File: config.mk
export PLATFORM = sky130hd
export DESIGN_NAME = hazard_md_ctrl
export DESIGN_NICKNAME = d
export VERILOG_FILES = /design/src/rtl/hazard_md_ctrl_pkg.sv /design/src/rtl/hazard_md_ctrl_md_busy_seq.sv /design/src/rtl/hazard_md_ctrl.sv
export SDC_FILE = /design/constraint.sdc
export NUM_CORES = 1
export LEC_CHECK = 0
export ABC_AREA = 1
export CAP_MARGIN = 20
export CORE_ASPECT_RATIO = 0.7
export CORE_MARGIN = 2
export CORE_UTILIZATION = 45
export CTS_BUF_LIST = sky130_fd_sc_hd__clkbuf_8 sky130_fd_sc_hd__clkbuf_16
export DETAILED_ROUTE_END_ITERATION = 8
export PLACE_DENSITY = 0.86
export REMOVE_ABC_BUFFERS = 1
export SETUP_SLACK_MARGIN = 0.5
export SYNTH_ARGS = -nofsm -noshare
export SYNTH_HDL_FRONTEND = slang
export SYNTH_SLANG_ARGS = --single-unit
File: constraint.sdc
create_clock -name clk -period 4.4 [get_ports clk]
set_input_delay 0.88 -clock clk [delete_from_list [all_inputs] [get_ports clk]]
set_output_delay 0.88 -clock clk [all_outputs]
set_load 0.05 [all_outputs]
File: src/rtl/hazard_md_ctrl_pkg.sv
// Shared constants, MD sequencer state encoding and hazard helper functions
// for the MIPS pipeline hazard controller.
package hazard_md_ctrl_pkg;

  localparam logic [1:0] TUSE_NONE = 2'd3;

  localparam logic [1:0] FWD_RF = 2'd0;
  localparam logic [1:0] FWD_E  = 2'd1;
  localparam logic [1:0] FWD_M  = 2'd2;

  localparam int MULT_CYCLES_DEF = 5;
  localparam int DIV_CYCLES_DEF  = 10;
  localparam int CNT_W_DEF       = 4;

  typedef enum logic [0:0] {
    MD_IDLE = 1'b0,
    MD_BUSY = 1'b1
  } md_state_e;

  // A source must wait when a producer matching it will not have its
  // result ready by the time the source is consumed; $0 never waits.
  function automatic logic src_stall(input logic [4:0] addr, input logic [1:0] tuse,
                                     input logic [4:0] wreg, input logic [1:0] tnew);
    return (addr != 5'd0) && (tuse != TUSE_NONE) && (addr == wreg) && (tnew > tuse);
  endfunction

  function automatic logic [1:0] fwd_sel(input logic [4:0] addr,
                                         input logic [4:0] e_wreg, input logic [1:0] e_tnew,
                                         input logic [4:0] m_wreg, input logic [1:0] m_tnew);
    if ((addr != 5'd0) && (addr == e_wreg) && (e_tnew == 2'd0)) return FWD_E;
    if ((addr != 5'd0) && (addr == m_wreg) && (m_tnew == 2'd0)) return FWD_M;
    return FWD_RF;
  endfunction

endpackage

File: src/rtl/hazard_md_ctrl_md_busy_seq.sv
// HI/LO unit busy sequencer: counts the mult/div latency after a start and
// pulses o_done in the first idle cycle that follows.
module md_busy_seq
  import hazard_md_ctrl_pkg::*;
#(
  parameter int MULT_CYCLES = MULT_CYCLES_DEF,
  parameter int DIV_CYCLES  = DIV_CYCLES_DEF,
  parameter int CNT_W       = CNT_W_DEF
) (
  input  logic       clk,
  input  logic       reset,
  input  logic       i_start,
  input  logic       i_is_div,
  output logic       o_busy,
  output logic       o_done,
  output md_state_e  o_state
);

  localparam logic [CNT_W-1:0] MULT_LOAD = CNT_W'(MULT_CYCLES);
  localparam logic [CNT_W-1:0] DIV_LOAD  = CNT_W'(DIV_CYCLES);

  md_state_e        r_state;
  logic [CNT_W-1:0] r_count;
  logic             r_done;

  // i_start is a single-cycle issue strobe with no ready: it is taken only
  // while IDLE; a start while BUSY is dropped (upstream stalls prevent it).
  always_ff @(posedge clk) begin
    if (reset) begin
      r_state <= MD_IDLE;
      r_count <= '0;
      r_done  <= 1'b0;
    end else begin
      r_done <= 1'b0;
      case (r_state)
        MD_IDLE: begin
          if (i_start) begin
            r_count <= i_is_div ? DIV_LOAD : MULT_LOAD;
            r_state <= MD_BUSY;
          end
        end
        MD_BUSY: begin
          r_count <= r_count - CNT_W'(1);
          if (r_count == CNT_W'(1)) begin
            r_state <= MD_IDLE;
            r_done  <= 1'b1;
          end
        end
        default: r_state <= MD_IDLE;
      endcase
    end
  end

  assign o_busy  = (r_state == MD_BUSY);
  assign o_done  = r_done;
  assign o_state = r_state;

endmodule

File: src/rtl/hazard_md_ctrl.sv
// Central stall/flush/forward controller for the 5-stage MIPS pipeline,
// combining Tuse/Tnew data hazards with the HI/LO unit busy interlock.
module hazard_md_ctrl
  import hazard_md_ctrl_pkg::*;
#(
  parameter int MULT_CYCLES = MULT_CYCLES_DEF,
  parameter int DIV_CYCLES  = DIV_CYCLES_DEF,
  parameter int CNT_W       = CNT_W_DEF
) (
  input  logic       clk,
  input  logic       reset,
  input  logic [4:0] d_rs_addr,
  input  logic [4:0] d_rt_addr,
  input  logic [1:0] d_rs_tuse,
  input  logic [1:0] d_rt_tuse,
  input  logic       d_is_md,
  input  logic [4:0] e_wreg,
  input  logic [1:0] e_tnew,
  input  logic [4:0] m_wreg,
  input  logic [1:0] m_tnew,
  input  logic       e_md_start,
  input  logic       e_md_is_div,
  output logic       stall_pc,
  output logic       stall_fd,
  output logic       flush_de,
  output logic [1:0] fwd_rs_sel,
  output logic [1:0] fwd_rt_sel,
  output logic       md_busy,
  output logic       md_done
);

  logic      w_md_busy;
  logic      w_md_done;
  md_state_e w_md_state;
  logic      w_stall_rs;
  logic      w_stall_rt;
  logic      w_md_stall;
  logic      w_stall;

  md_busy_seq #(
    .MULT_CYCLES (MULT_CYCLES),
    .DIV_CYCLES  (DIV_CYCLES),
    .CNT_W       (CNT_W)
  ) u_md_busy_seq (
    .clk      (clk),
    .reset    (reset),
    .i_start  (e_md_start),
    .i_is_div (e_md_is_div),
    .o_busy   (w_md_busy),
    .o_done   (w_md_done),
    .o_state  (w_md_state)
  );

  assign w_stall_rs = src_stall(d_rs_addr, d_rs_tuse, e_wreg, e_tnew)
                    | src_stall(d_rs_addr, d_rs_tuse, m_wreg, m_tnew);
  assign w_stall_rt = src_stall(d_rt_addr, d_rt_tuse, e_wreg, e_tnew)
                    | src_stall(d_rt_addr, d_rt_tuse, m_wreg, m_tnew);

  // A start in E also blocks, since the unit becomes busy on the next edge.
  assign w_md_stall = d_is_md & ((w_md_state == MD_BUSY) | e_md_start);
  assign w_stall    = w_stall_rs | w_stall_rt | w_md_stall;

  assign stall_pc   = w_stall;
  assign stall_fd   = w_stall;
  assign flush_de   = w_stall;
  assign fwd_rs_sel = fwd_sel(d_rs_addr, e_wreg, e_tnew, m_wreg, m_tnew);
  assign fwd_rt_sel = fwd_sel(d_rt_addr, e_wreg, e_tnew, m_wreg, m_tnew);
  assign md_busy    = w_md_busy;
  assign md_done    = w_md_done;

endmodule
==> results_dict.tcl, run 1 <==
set metrics [dict create \
    die_h_um 42.5 \
    ys_ff_latch 6 \
    rsz0062_at_grt "yes" \
    irDropWorstVdd_mv 0.0851 \
    fin_util_pct 73.3 \
    antenna_found_initial 0 \
    maxClockFrequency_mhz 262 \
    cts_buffer_depth 2 \
    register_area_um2 120 \
    hold_end "u_md_busy_seq.o_done$_SDFF_PP0_" \
    powerDensity_mw_per_mm2 200 \
    path_max_fanout 3 \
    hold_viol 0 \
    port_buffers 41 \
    finalNetCount 256 \
    end_kind "output port" \
    status "finished clean" \
    synth_edf_count 0 \
    clock_skew_ns 0.00131 \
    antenna_left 0 \
    cts_setup_buffers 0 \
    slew_viol_final 0 \
    drt-total-wl_mm 2.91 \
    cap_violations 0 \
    insertion_delay_ns 0.23 \
    cp-start-kind "input pin" \
    finalPower_w 0.000284 \
    synthesis.area_um2 955 \
    grt_pass1_vias 1188 \
    cpMaxStageDelayCell "dlygate4sd2_1" \
    die_area_mm2 0.00251 \
    relSlewSlack_pct 64.3 \
    whs_ns 0.535 \
    vias_per_cell 5.17 \
    dr.first_iter.drc_count 96 \
    vias 1205 \
    grt_start_max_net_pins 6 \
    cts_tree "built" \
    slowest_delay_ns 0.54 \
    gp_congestion 0.837 \
    rows 13 \
    dp_hpwl_mm 2.53 \
    hold_path_depth 1 \
    place_area_mm2 0.00138 \
    critPathMostFrequentCell "nand2_1" \
    hold_start "u_md_busy_seq.r_count[3]$_SDFFE_PP0N_" \
    async_flop_share_pct 0 \
    antennaDiodeCount 0 \
    tightest_slew_ns 0.534 \
    layout-drive-gt1-share_pct 4.74 \
    fin_crit_ns 3.81 \
    die-width_um 59.1 \
    critical_path_class "in2out" \
    report.final.setup_viol 0 \
    yosysUniqueCellTypes 21 \
    root_buffer "clkbuf_8" \
    cts_buffers 3 \
    firstDrtPassIters 4 \
    num-fill-cells 154 \
    syn_avg_cell_area_um2 5.65 \
    tns_ns 0 \
    synthCells 169 \
    ioPinCount 42 \
    cp.required_ns 3.52 \
    period_share_pct 86.7 \
    multiInputGateArea_um2 673 \
    seq_area_frac_synth_pct 12.6 \
    r2r_setup_slack_ns 3.24 \
    r2r_end "u_md_busy_seq.r_count[1]$_SDFFE_PP0N_" \
    crit_arrival_ns 2.93 \
    grt_use_total_pct 24.4 \
    grt.overflow.total 0 \
    synth_ff_type "dfxtp_1" \
    cp_cell_sequence "clkdlybuf4s50_1 -> inv_1 -> ha_1 -> nand2_1 -> a21boi_0 -> nand4_1 -> nand2_1 -> nand2_1 -> nand3_1 -> dlygate4sd2_1" \
    grt_pass1_wl_mm 4.75 \
    syn2layout_area_growth_pct 48.6 \
    leakage_nw 0.771 \
    clkTransAtPathRegs_ns 0.04 \
    wire_per_inst_um 12.5 \
    core-area_mm2 0.00194 \
    initial_core_util_pct 49.3 \
    design_area_mm2 0.00142 \
    reg2reg_from "u_md_busy_seq.r_count[0]$_SDFFE_PP0N_" \
    hold_buffers 0 \
    hp-class "reg2reg" \
    cts.sinks 6 \
    yosysWarningCount 0 \
    reg2regPathDepth 5 \
    cts_max_level 1 \
    route.detailed.drc 0 \
]
worst max-delay path by stage:
stage                    end  cells past startpoint         start  slack, ns
floorplan           flush_de                      8  d_rs_tuse[1]       0.82
global placement    flush_de                     10  d_rs_tuse[1]       0.37
detailed placement  stall_pc                     10  d_rs_tuse[1]       0.31
CTS                 stall_pc                     10     e_tnew[0]       0.59
global route        stall_fd                     10  d_rs_tuse[1]       0.44
finish              stall_pc                     10     e_tnew[0]       0.59
stage by stage:
stage,setup WS (ns),std cells
2_1_floorplan,0.816,167
3_3_place_gp,0.371,230
3_5_place_dp,0.307,230
4_1_cts,0.586,233
5_1_grt,0.437,233
6_report,0.587,233
critical path, delay by kind of cell:
kind / cells / cell delay, ns
fa+ha+maj: 1 / 0.28
simple gates: 5 / 0.45
compound gates: 1 / 0.22
buf+inv: 3 / 1.10
sequential cells by signal, indices dropped and copies added (netlist names):
register and cells:
u_md_busy_seq.r_count 4, u_md_busy_seq.o_busy 1, u_md_busy_seq.o_done 1
kinds of logic after synthesis:
group | after synthesis | share of synthesized area, %
XOR/XNOR | 11 | 10.1
flip-flops | 6 | 12.6
buffers and inverters | 41 | 16.9
adder cells (fa/ha/maj) | 10 | 13.1
AO/OA/AOI/OAI | 12 | 7.34
AND/OR/NAND/NOR | 89 | 40.0
placed cells by master, fill, tap and decap left out, types with 2 or more instances in the layout:
cell             Yosys  final
a21boi_0             2      2
a21oi_1              3      3
clkbuf_8             0      3
clkdlybuf4s50_1      0     37
dfxtp_1              6      6
dlygate4sd2_1        0      2
ha_1                10     10
inv_1               36     36
inv_2                3      3
nand2_1             53     53
nand3_1              6      6
nand3b_1             2      2
nand4_1              6      6
nor2_1              13     13
nor2_2               4      4
nor3_1               4      4
o21ai_0              4      4
xnor2_1              4      4
xor2_1               7      7
report_power, final:
| part | switching, W | internal [W] | leakage, nW |
|---|---|---|---|
| logic | 0.0000743 | 0.0000596 | 0.700 |
| registers | 0.00000545 | 0.0000598 | 0.0497 |
| clock network | 0.0000257 | 0.0000589 | 0.0216 |
| total | 0.000105 | 0.000178 | 0.771 |
cells in the mapped netlist, types with 3 or more instances:
cell type | n | share of area [%]
nand2_1 | 53 | 21
dfxtp_1 | 6 | 13
inv_2 | 3 | 1.2
nand4_1 | 6 | 3.9
nor3_1 | 4 | 2.1
nor2_2 | 4 | 2.6
ha_1 | 10 | 13
a21oi_1 | 3 | 1.6
nor2_1 | 13 | 5.1
xnor2_1 | 4 | 3.7
inv_1 | 36 | 14
nand3_1 | 6 | 3.1
o21ai_0 | 4 | 2.1
xor2_1 | 7 | 6.4
routing by layer:
layer | GRT usage (%) | up-vias | wire length [µm]
li1 | - | 605 | -
met1 | 27.4 | 526 | 1170
met2 | 44.7 | 59 | 1420
met3 | 4.01 | 15 | 237
met4 | 10.0 | 0 | 88
met5 | 0 | - | 0
what timing repair did:
action / CTS / global route
endpoints found under the setup margin: 3 / 4
gates cloned: 0 / 0
pin swaps: 0 / 0
resized for setup: 3 / 2
cell type report:
class / instances / share of cell area, %
timing repair buffer: 41 / 28.9
sequential: 6 / 8.47
inverter: 39 / 10.3
clock buffer: 3 / 2.91
multi-input combinational: 122 / 47.4
tap: 22 / 1.94
Power figures use the tool's default switching activity.
==> run 2, diff against run 1 <==
==> constraint.sdc (replaced) <==
create_clock -name clk -period 4.45 [get_ports clk]
set_input_delay 0.89 -clock clk [delete_from_list [all_inputs] [get_ports clk]]
set_output_delay 0.89 -clock clk [all_outputs]
set_load 0.05 [all_outputs]
==> results of run 2 <==
The final DEF is identical to that of run 1. Status: finished clean.
Main changes from that run: setup slack after placement 0.307 ns -> 0.337 ns; setup slack after layout 0.587 ns -> 0.617 ns; register-to-register setup slack 3.24 ns -> 3.29 ns; total power 0.000284 W -> 0.000281 W; worst IR drop on VDD 0.0851 mV -> 0.0841 mV
==> run 3, diff against run 2 <==
--- a/config.mk
+++ b/config.mk
@@ -15,6 +15,7 @@
 export PLACE_DENSITY = 0.86
 export REMOVE_ABC_BUFFERS = 1
 export SETUP_SLACK_MARGIN = 0.5
+export SKIP_LAST_GASP = 1
 export SYNTH_ARGS = -nofsm -noshare
 export SYNTH_HDL_FRONTEND = slang
 export SYNTH_SLANG_ARGS = --single-unit
==> results of run 3 <==
The final DEF is identical to that of run 1. Status: finished clean.
Main changes from that run: setup slack after placement 0.307 ns -> 0.337 ns; setup slack after layout 0.587 ns -> 0.617 ns; register-to-register setup slack 3.24 ns -> 3.29 ns; total power 0.000284 W -> 0.000281 W; worst IR drop on VDD 0.0851 mV -> 0.0841 mV
